$ cat config.mk
export PLATFORM = sky130hd
export DESIGN_NAME = fifo_push_arbiter
export DESIGN_NICKNAME = d
export VERILOG_FILES = /design/src/rtl/fifo_arb_pkg.sv /design/src/rtl/fifo_push_arbiter_rr_pick.sv /design/src/rtl/fifo_push_arbiter.sv
export SDC_FILE = /design/constraint.sdc
export NUM_CORES = 1
export LEC_CHECK = 0
export CAP_MARGIN = 20
export CORE_ASPECT_RATIO = 0.9
export CORE_MARGIN = 3
export CORE_UTILIZATION = 38
export DETAILED_ROUTE_END_ITERATION = 6
export GPL_ROUTABILITY_DRIVEN = 0
export PLACE_DENSITY_LB_ADDON = 0.25
export SLEW_MARGIN = 20
export SYNTH_ARGS = -nofsm -noshare
export SYNTH_HDL_FRONTEND = slang
export SYNTH_SLANG_ARGS = --single-unit
$ cat constraint.sdc
create_clock -name clk -period 1.65 [get_ports clk]
set_input_delay 0.165 -clock clk [delete_from_list [all_inputs] [get_ports clk]]
set_output_delay 0.165 -clock clk [all_outputs]
set_load 0.02 [all_outputs]
$ cat src/rtl/fifo_arb_pkg.sv
// Shared types and helpers for the FIFO push-port arbiter.
package fifo_arb_pkg;

  typedef enum logic [0:0] {
    IDLE  = 1'b0,
    BURST = 1'b1
  } arb_state_e;

  localparam int unsigned STAT_W = 16;

  // Bits needed to encode values 0..n-1; at least one bit.
  function automatic int unsigned CeilLog2(input int unsigned n);
    int unsigned r;
    r = 0;
    while ((64'd1 << r) < 64'(n)) r++;
    return (r == 0) ? 1 : r;
  endfunction

endpackage

$ cat src/rtl/fifo_push_arbiter_rr_pick.sv
// Combinational round-robin picker: first set req bit after ptr, wrapping.
module rr_pick
  import fifo_arb_pkg::*;
#(
  parameter  int unsigned N_REQ = 4,
  localparam int unsigned IDX_W = CeilLog2(N_REQ)
) (
  input  logic [N_REQ-1:0] req,
  input  logic [IDX_W-1:0] ptr,
  output logic             found,
  output logic [IDX_W-1:0] idx
);

  // Scan from farthest to nearest so the nearest candidate after ptr wins.
  always_comb begin
    found = 1'b0;
    idx   = '0;
    for (int unsigned k = N_REQ; k > 0; k--) begin
      int unsigned c;
      c = (32'(ptr) + k) % N_REQ;
      if (req[IDX_W'(c)]) begin
        found = 1'b1;
        idx   = IDX_W'(c);
      end
    end
  end

endmodule

$ cat src/rtl/fifo_push_arbiter.sv
// Round-robin burst arbiter sharing the FIFO push port among N_REQ producers.
// Optional per-requester push counters enabled by FIFO_PUSH_ARBITER_STATS_EN.
module fifo_push_arbiter
  import fifo_arb_pkg::*;
#(
  parameter  int unsigned WORDLENGHT = 8,
  parameter  int unsigned N_REQ      = 4,
  parameter  int unsigned BURST_LEN  = 4,
  localparam int unsigned OWN_W      = CeilLog2(N_REQ),
  localparam int unsigned BEAT_W     = CeilLog2(BURST_LEN + 1)
) (
  input  logic                        clk,
  input  logic                        reset,
  input  logic                        synch_rst,
  input  logic [N_REQ-1:0]            req,
  input  logic [N_REQ*WORDLENGHT-1:0] data_in,
  input  logic                        fifo_full,
  output logic [N_REQ-1:0]            gnt,
  output logic                        fifo_push,
  output logic [WORDLENGHT-1:0]       fifo_data,
  output logic [OWN_W-1:0]            owner,
  output logic                        busy
`ifdef FIFO_PUSH_ARBITER_STATS_EN
  ,
  output logic [N_REQ*STAT_W-1:0]     push_count
`endif
);

  arb_state_e        state;
  logic [OWN_W-1:0]  ptr;
  logic [BEAT_W-1:0] beat;
  logic              pick_found;
  logic [OWN_W-1:0]  pick_idx;
  logic              last_beat;

  rr_pick #(
    .N_REQ (N_REQ)
  ) u_rr_pick (
    .req   (req),
    .ptr   (ptr),
    .found (pick_found),
    .idx   (pick_idx)
  );

  // Push is qualified by the registered grant so a reset drops it at once.
  assign fifo_push = gnt[owner] & req[owner] & ~fifo_full;
  assign last_beat = (beat == BEAT_W'(BURST_LEN - 1));

  always_comb begin
    fifo_data = '0;
    if (state == BURST) fifo_data = data_in[32'(owner)*WORDLENGHT +: WORDLENGHT];
  end

  always_ff @(posedge clk or posedge reset) begin
    if (reset) begin
      state <= IDLE;
      gnt   <= '0;
      owner <= '0;
      busy  <= 1'b0;
      beat  <= '0;
      ptr   <= OWN_W'(N_REQ - 1);
    end else if (synch_rst) begin
      state <= IDLE;
      gnt   <= '0;
      owner <= '0;
      busy  <= 1'b0;
      beat  <= '0;
      ptr   <= OWN_W'(N_REQ - 1);
    end else begin
      unique case (state)
        IDLE: begin
          if (pick_found) begin
            state <= BURST;
            gnt   <= N_REQ'(1) << pick_idx;
            owner <= pick_idx;
            ptr   <= pick_idx;
            beat  <= '0;
            busy  <= 1'b1;
          end
        end
        BURST: begin
          // Full FIFO freezes everything; only release or the last beat ends a burst.
          if (fifo_push) begin
            if (last_beat) begin
              state <= IDLE;
              gnt   <= '0;
              busy  <= 1'b0;
              beat  <= '0;
            end else begin
              beat <= beat + BEAT_W'(1);
            end
          end else if (!req[owner]) begin
            state <= IDLE;
            gnt   <= '0;
            busy  <= 1'b0;
            beat  <= '0;
          end
        end
        default: begin
          state <= IDLE;
          gnt   <= '0;
          busy  <= 1'b0;
        end
      endcase
    end
  end

`ifdef FIFO_PUSH_ARBITER_STATS_EN
  // Saturating count of accepted words per requester.
  always_ff @(posedge clk or posedge reset) begin
    if (reset) begin
      push_count <= '0;
    end else if (synch_rst) begin
      push_count <= '0;
    end else begin
      for (int unsigned i = 0; i < N_REQ; i++) begin
        if (fifo_push && (owner == OWN_W'(i)) && (push_count[i*STAT_W +: STAT_W] != '1)) begin
          push_count[i*STAT_W +: STAT_W] <= push_count[i*STAT_W +: STAT_W] + STAT_W'(1);
        end
      end
    end
  end
`endif

endmodule
After elaboration in Yosys (flattened, before gate mapping)
Cells that the tools add are included.
Word-level totals
  output and inout bits: 16
  bits in registers: 13
  logic and storage cells: 80
Operators by class
  shift-type cells: 2
  equality and inequality tests: 5
  reduce and logical (&&, ||, !) cells: 4
  $lt $le $gt $ge: 5
  add/sub/neg operators: 5
  mux-type cells: 49
  bitwise logic cells: 4
Operator list (number)
  indexed part select 32 x 6 -> 8 bit: 1
  two-way mux 1 bit: 20
  two-way mux 4 bit: 5
  two-way mux 2 bit: 8
  < comparator 2 x 3 -> 1 bit, second input constant: 5
  two-way mux 3 bit: 5
  binary-select mux 1 bit (select 2 bit): 6
  two-way mux 8 bit: 1
  one-hot mux 4 bit (2 select lines): 1
  one-hot mux 3 bit (2 select lines): 1
  adder 2 x 1 -> 2 bit, second input constant: 2
  adder 2 bit, second input constant: 2
  != test 4 x 3 -> 1 bit, second input constant: 1
  != test 4 bit, second input constant: 1
  one-hot mux 1 bit (2 select lines): 2
  AND reduction 2 bit: 2
  left shift 1 x 2 -> 4 bit, first input constant: 1
  adder 3 x 1 -> 3 bit, second input constant: 1
  equality test 3 x 2 -> 1 bit, second input constant: 1
  != test 3 bit, second input constant: 1
  AND reduction 3 bit: 1
  bitwise AND 1 bit: 2
  != test 2 bit, second input constant: 1
  inverter 1 bit: 2
  nonzero test 2 bit: 1

Depth between registers and ports, before layout
Gate-level depths: netlist of the first run.
  word-level depth: 11
  gate-level depth with buffers: 5
  mapped depth without buffers: 5

Cells and area by module
From an unflattened synthesis of the first run, not the netlist that was laid out.
Second synthesis, totals
  cells, all modules: 94
  area total of the unflattened synthesis: 1044.8 sq um
Modules (own cells, without submodules)
  fifo_push_arbiter: instances 1, area each 953.4 sq um, cells each 80, sequential area each 327.8 sq um
  rr_pick: instances 1, area each 91.3 sq um, cells each 14, sequential area each 0.0 sq um

Worst setup path after synthesis of the first run
OpenSTA, ideal clock, no wires.
  path type: register to register
  from: register owner[0]
  to: register gnt[1]
  library setup time: 0.121 ns
  path slack: 0.029 ns
  clock period less this slack: 1.621 ns
  stages on the path, launching flop included: 5
  path buffers: 0
  arrival: 1.500 ns
  path through: dfrtp_1 -> mux4_2 -> nand3_2 -> a22oi_4 -> a22o_1
On the way
  word-level cells in the longest chain between the ends: 7
RTL lines
  from (decl): RTL line fifo_push_arbiter.sv:21  | output logic [OWN_W-1:0] owner,
  from (signal assigned): RTL line fifo_push_arbiter.sv:75  | owner <= pick_idx;
  binary-select mux 1 bit (select 2 bit) (on tied branches): RTL line fifo_push_arbiter.sv:46, fifo_push_arbiter.sv:92
  two-way mux 1 bit (on tied branches): RTL line fifo_push_arbiter.sv:46, fifo_push_arbiter.sv:92
  bitwise AND 1 bit (2 in series): RTL line fifo_push_arbiter.sv:46  | assign fifo_push = gnt[owner] & req[owner] & ~fifo_full;
  two-way mux 4 bit: RTL line fifo_push_arbiter.sv:83  | if (fifo_push) begin
  one-hot mux 4 bit (2 select lines): RTL line fifo_push_arbiter.sv:70  | unique case (state)
  two-way mux 4 bit: RTL line fifo_push_arbiter.sv:62  | end else if (synch_rst) begin
  to (signal assigned): RTL line fifo_push_arbiter.sv:74  | gnt <= N_REQ'(1) << pick_idx;
  to (decl): RTL line fifo_push_arbiter.sv:18  | output logic [N_REQ-1:0] gnt,
Several ways; a longest one is shown, not always the timed one. The select of a mux whose other input is x is not followed.
A chain may end at the register's enable or synchronous reset.

Final worst setup path of the first run
  from: register owner[0]
  to: output port fifo_push
On the way
  word-level cells in the longest chain between the ends: 4
RTL lines
  binary-select mux 1 bit (select 2 bit): RTL line fifo_push_arbiter.sv:46
  two-way mux 1 bit (implied by the code): RTL line fifo_push_arbiter.sv:46
  bitwise AND 1 bit * (2 in series): RTL line fifo_push_arbiter.sv:46
  to (decl): RTL line fifo_push_arbiter.sv:19  | output logic fifo_push,
Every way passes the cells marked *; elsewhere a longest branch is shown, timed or not. The select of a mux whose other input is x is not followed.

==> results summary, run 1 <==
The run finished, with violations left. The checks that failed: negative setup slack. The final layout contains routed wiring with a total length of 3.27 mm. Detailed routing inserted a total of 1,034 vias. Along the worst path, the maximum fanout reaches 4.

The TritonCTS clock tree is yes. The largest individual stage delay along the critical path comes from the cell sky130_fd_sc_hd__mux4_2. For this run, the total global-route usage over all layers was measured as 20.3%.

The most common cell in the netlist is sky130_fd_sc_hd__dfrtp_1. The number of clock sinks came out at 13. After detailed placement, the design holds a cell count of 186. The antenna cell count came out at 0. Of the total power, combinational logic draws 52.0%. For this block, wires on met1 add up to 1.39 mm. The required arrival time at the worst endpoint is 1.48 ns. The first routing iteration left 16 violations.

The layout has 180 filler cells. The maximum vdd ir drop is 526 uV. The worst-case clock skew is 0.0100 ns. At the pin with the least slew margin, the transition time is 0.508 ns. The signal on the critical path passes through buf_6, mux4_2, and2_4, buf_6. The power density over the cells came out at 691 nW/um^2. Of the total power, the share spent switching nets is 33.3%.

The routed design could run at a clock period as short as 1.83 ns. In this design, the critical path's most frequently occurring cell is sky130_fd_sc_hd__buf_6. The number of buffers inserted by port buffering is 55. The power spent charging and discharging nets is 0.427 mW. sky130_fd_sc_hd__dfrtp_1 takes more of the synthesized area than any other cell.

The non-filler instance count after layout is 193. Max-cap violations in this run came to 0. Entering global routing, the biggest net connects 15 pins.

The share of Yosys cell area claimed by the top area cell type came out at 26.9%. CTS built an H-tree with a depth of 1. The number of cell rows is 17. The residual overflow from global routing came out at 0.

The critical path in this run is classified as reg2out. The share of cells above drive strength 1 is 41.2%. The number of hold violations in the final report is 0. The number of enable flip-flop cells after synthesis came out at 0. Sequential cells were found to cover 32.0% of the synthesized design area. The number of buffers inserted during clock tree synthesis is 3.

The kind of path behind the tightest hold check is in2async. After detailed routing, the number of vias per cell comes to 5.36. The standby leakage power came out at 0.831 nW. The part of the cycle the worst path needs came out at 111%. The most instantiated flip-flop cell in the synthesis netlist is sky130_fd_sc_hd__dfrtp_1. The clock share of power came out at 16.4%. Clock tree synthesis selected as its root buffer the cell sky130_fd_sc_hd__clkbuf_4. The remaining routing DRC violations is 0. The initial standard-cell utilization of the core is 40.8%. The number of buffers inserted for hold repair after clock tree synthesis came out at 0. The number of top-level pins came out at 56.

The number of global-route vias before repair is 1,111. The arrival time at the worst endpoint came out at 1.66 ns. Setup repair after global routing could not meet its margin everywhere. The die is 60.7 um wide. The cell count after synthesis came out at 88. In this run the cell area of the synthesized design comes to 1020 um^2. In the post-route analysis, the smallest setup slack over all paths is -0.178 ns.

The final net count is 207. The final-report max-slew violation count is 0. The clock transition time at the flip-flop clock pins of the worst setup and hold paths came out at 0.09 ns. The number of buffers on the longest clock path came out at 2.

The path depth of the worst reg2reg path is 5. The area taken by flip-flops and latches came out at 330 um^2. By area the synthesized netlist is led by sky130_fd_sc_hd__dfrtp_1, sky130_fd_sc_hd__mux4_2, sky130_fd_sc_hd__dfstp_2. The count of final setup violators came out at 10. Counting flops with an async set or reset pin after synthesis yields a share of 100%. The internal portion of total power came out at 0.855 mW.

The highest metal layer carrying signal wires in the routed design is met4. The net count after synthesis is 129. The critical path launch point type is a register. The number of antenna violations at the first check in global routing is 0. The floorplan step set the die height to 55.3 um.

The total negative setup slack is -1.25 ns. The die covers 3360 um^2. The routed wire length per instance came out at 16.9 um. The first global-routing pass estimated 5.22 mm of wire.

On the worst path, the slowest cell contributes a delay of 0.55 ns. By count the netlist is led by sky130_fd_sc_hd__dfrtp_1, sky130_fd_sc_hd__mux4_2, sky130_fd_sc_hd__and2_1. The clock latency of the later-clocked register in the worst-skew pair is 0.29 ns. The routed wire length on met2 is 1.62 mm.

The estimated wirelength of the detail-placed design came out at 2.53 mm. The relative slew slack came out at 66.1%. Wire segments on met3 add up to 185 um in the final route. The category of the worst setup path capture point is a primary output. The count of nets left with antenna violations once routing finished came out at 0. Static timing analysis puts the maximum clock frequency at 547 MHz.

The synthesized area per cell came out at 11.6 um^2. The area occupied by multi-input gates is 712 um^2. Synthesis instantiated 41 different standard cells from the library.

The sequential cell fraction of total power is 31.6%. The core region is 2510 um^2. The first-pass iteration count of the detailed router came out at 4. The number of warnings reported in the yosys synthesis log is 0.

Synthesis inferred 13 register bits. Relative to the synthesized area, the layout overhead comes to 81.0%.
[worst max-delay path: cells and delay by family, from the launching register on]
family	cells	cell delay, ns
buffers and inverters	2	0.24
muxes	1	0.55
DFF	1	0.42
and+or+nand+nor	1	0.18
[stage by stage]
stage	cell area [um^2]	power (mW)	worst slack, ns	utilization [%]	hold slack, ns
after floorplan	1020	0.709	0.0293	-	0.0405
after global placement	1730	0.991	-0.352	68.7	0.464
after detailed placement	1730	1.01	-0.368	68.7	0.474
after CTS	1800	1.27	-0.212	71.8	0.202
after global routing	1850	1.35	-0.210	73.9	0.231
final	1850	1.28	-0.178	73.9	0.180
[cell families after synthesis]
family	count (synthesis)	synth area share [%]
fa+ha+maj	1	1.22
compound gates	24	20.1
buf+inv	7	3.42
simple gates	30	19.5
mux	13	23.7
flops	13	32.0
[area by class of cell]
type | instances | share of cell area (%)
Inverter | 4 | 0.810
Sequential cell | 13 | 17.8
Clock buffer | 4 | 1.42
Multi-Input combinational cell | 68 | 38.4
Timing Repair Buffer | 76 | 39.7
Tap cell | 28 | 1.89
[routing by layer]
layer	vias to the layer above	track usage, %
li1	489	-
met1	502	26.5
met2	35	33.4
met3	8	3.27
met4	0	7.12
met5	-	0
[state kept, by name, summed over array words and instances, names as in the netlist]
name and cells:
state 1, beat 3, owner 2, busy 1, gnt 4, ptr 2
[final timing paths]
kind / slack [ns] / end / from
worst min-delay path: 0.18 / beat[2]$_DFFE_PP0P_ / reset
min in group clk: 0.50 / beat[0]$_DFFE_PP0P_ / beat[0]$_DFFE_PP0P_
max in group asynchronous: 1.11 / owner[1]$_DFFE_PP0P_ / reset
worst min register to register: 0.50 / beat[0]$_DFFE_PP0P_ / beat[0]$_DFFE_PP0P_
worst max-delay path: -0.18 / fifo_push / owner[0]$_DFFE_PP0P_
worst max register to register: -0.01 / gnt[1]$_DFFE_PP0P_ / owner[0]$_DFFE_PP0P_
[power by group through the flow]
stage / clock (mW) / sequential (mW) / combinational [mW]
after detailed placement: 0 / 0.405 / 0.601
after floorplan: 0 / 0.413 / 0.296
final: 0.211 / 0.405 / 0.667
after CTS: 0.212 / 0.403 / 0.652
after global placement: 0 / 0.402 / 0.589
after global routing: 0.229 / 0.411 / 0.711
[what timing repair did]
| action | 4_1_cts | 5_1_grt |
|---|---|---|
| resized for setup | 69 | 8 |
| pin swaps | 1 | 4 |
| buffers inserted | 1 | 2 |
| cloned | 0 | 0 |
| endpoints found under the setup margin | 11 | 17 |
[cell usage in the layout (no fill, tap or decap), types with 2 or more instances in the layout]
cell                               n
sky130_fd_sc_hd__o2bb2ai_2         2
sky130_fd_sc_hd__inv_1             4
sky130_fd_sc_hd__dfrtp_1           9
sky130_fd_sc_hd__dlygate4sd2_1     2
sky130_fd_sc_hd__dfrtp_2           2
sky130_fd_sc_hd__dfstp_2           2
sky130_fd_sc_hd__buf_6            14
sky130_fd_sc_hd__nand2b_1          4
sky130_fd_sc_hd__clkbuf_4          3
sky130_fd_sc_hd__mux4_2            9
sky130_fd_sc_hd__a21oi_1           3
sky130_fd_sc_hd__o21ai_0           3
sky130_fd_sc_hd__clkdlybuf4s50_1  44
sky130_fd_sc_hd__a21o_2            2
sky130_fd_sc_hd__nand2_1           2
sky130_fd_sc_hd__mux2i_1           4
sky130_fd_sc_hd__nor2b_1           3
sky130_fd_sc_hd__and2_4            9
sky130_fd_sc_hd__nor2_1            2
sky130_fd_sc_hd__buf_4            16
sky130_fd_sc_hd__a21boi_0          2
Power figures use the tool's default switching activity.
==> run 2: changes to the inputs <==
--- a/config.mk
+++ b/config.mk
@@ -9,6 +9,7 @@
 export CORE_ASPECT_RATIO = 0.9
 export CORE_MARGIN = 3
 export CORE_UTILIZATION = 38
+export CTS_CLUSTER_SIZE = 40
 export DETAILED_ROUTE_END_ITERATION = 6
 export GPL_ROUTABILITY_DRIVEN = 0
 export PLACE_DENSITY_LB_ADDON = 0.25
==> results of run 2 <==
Same layout as run 1: the final DEF is identical, and so are final timing and power.
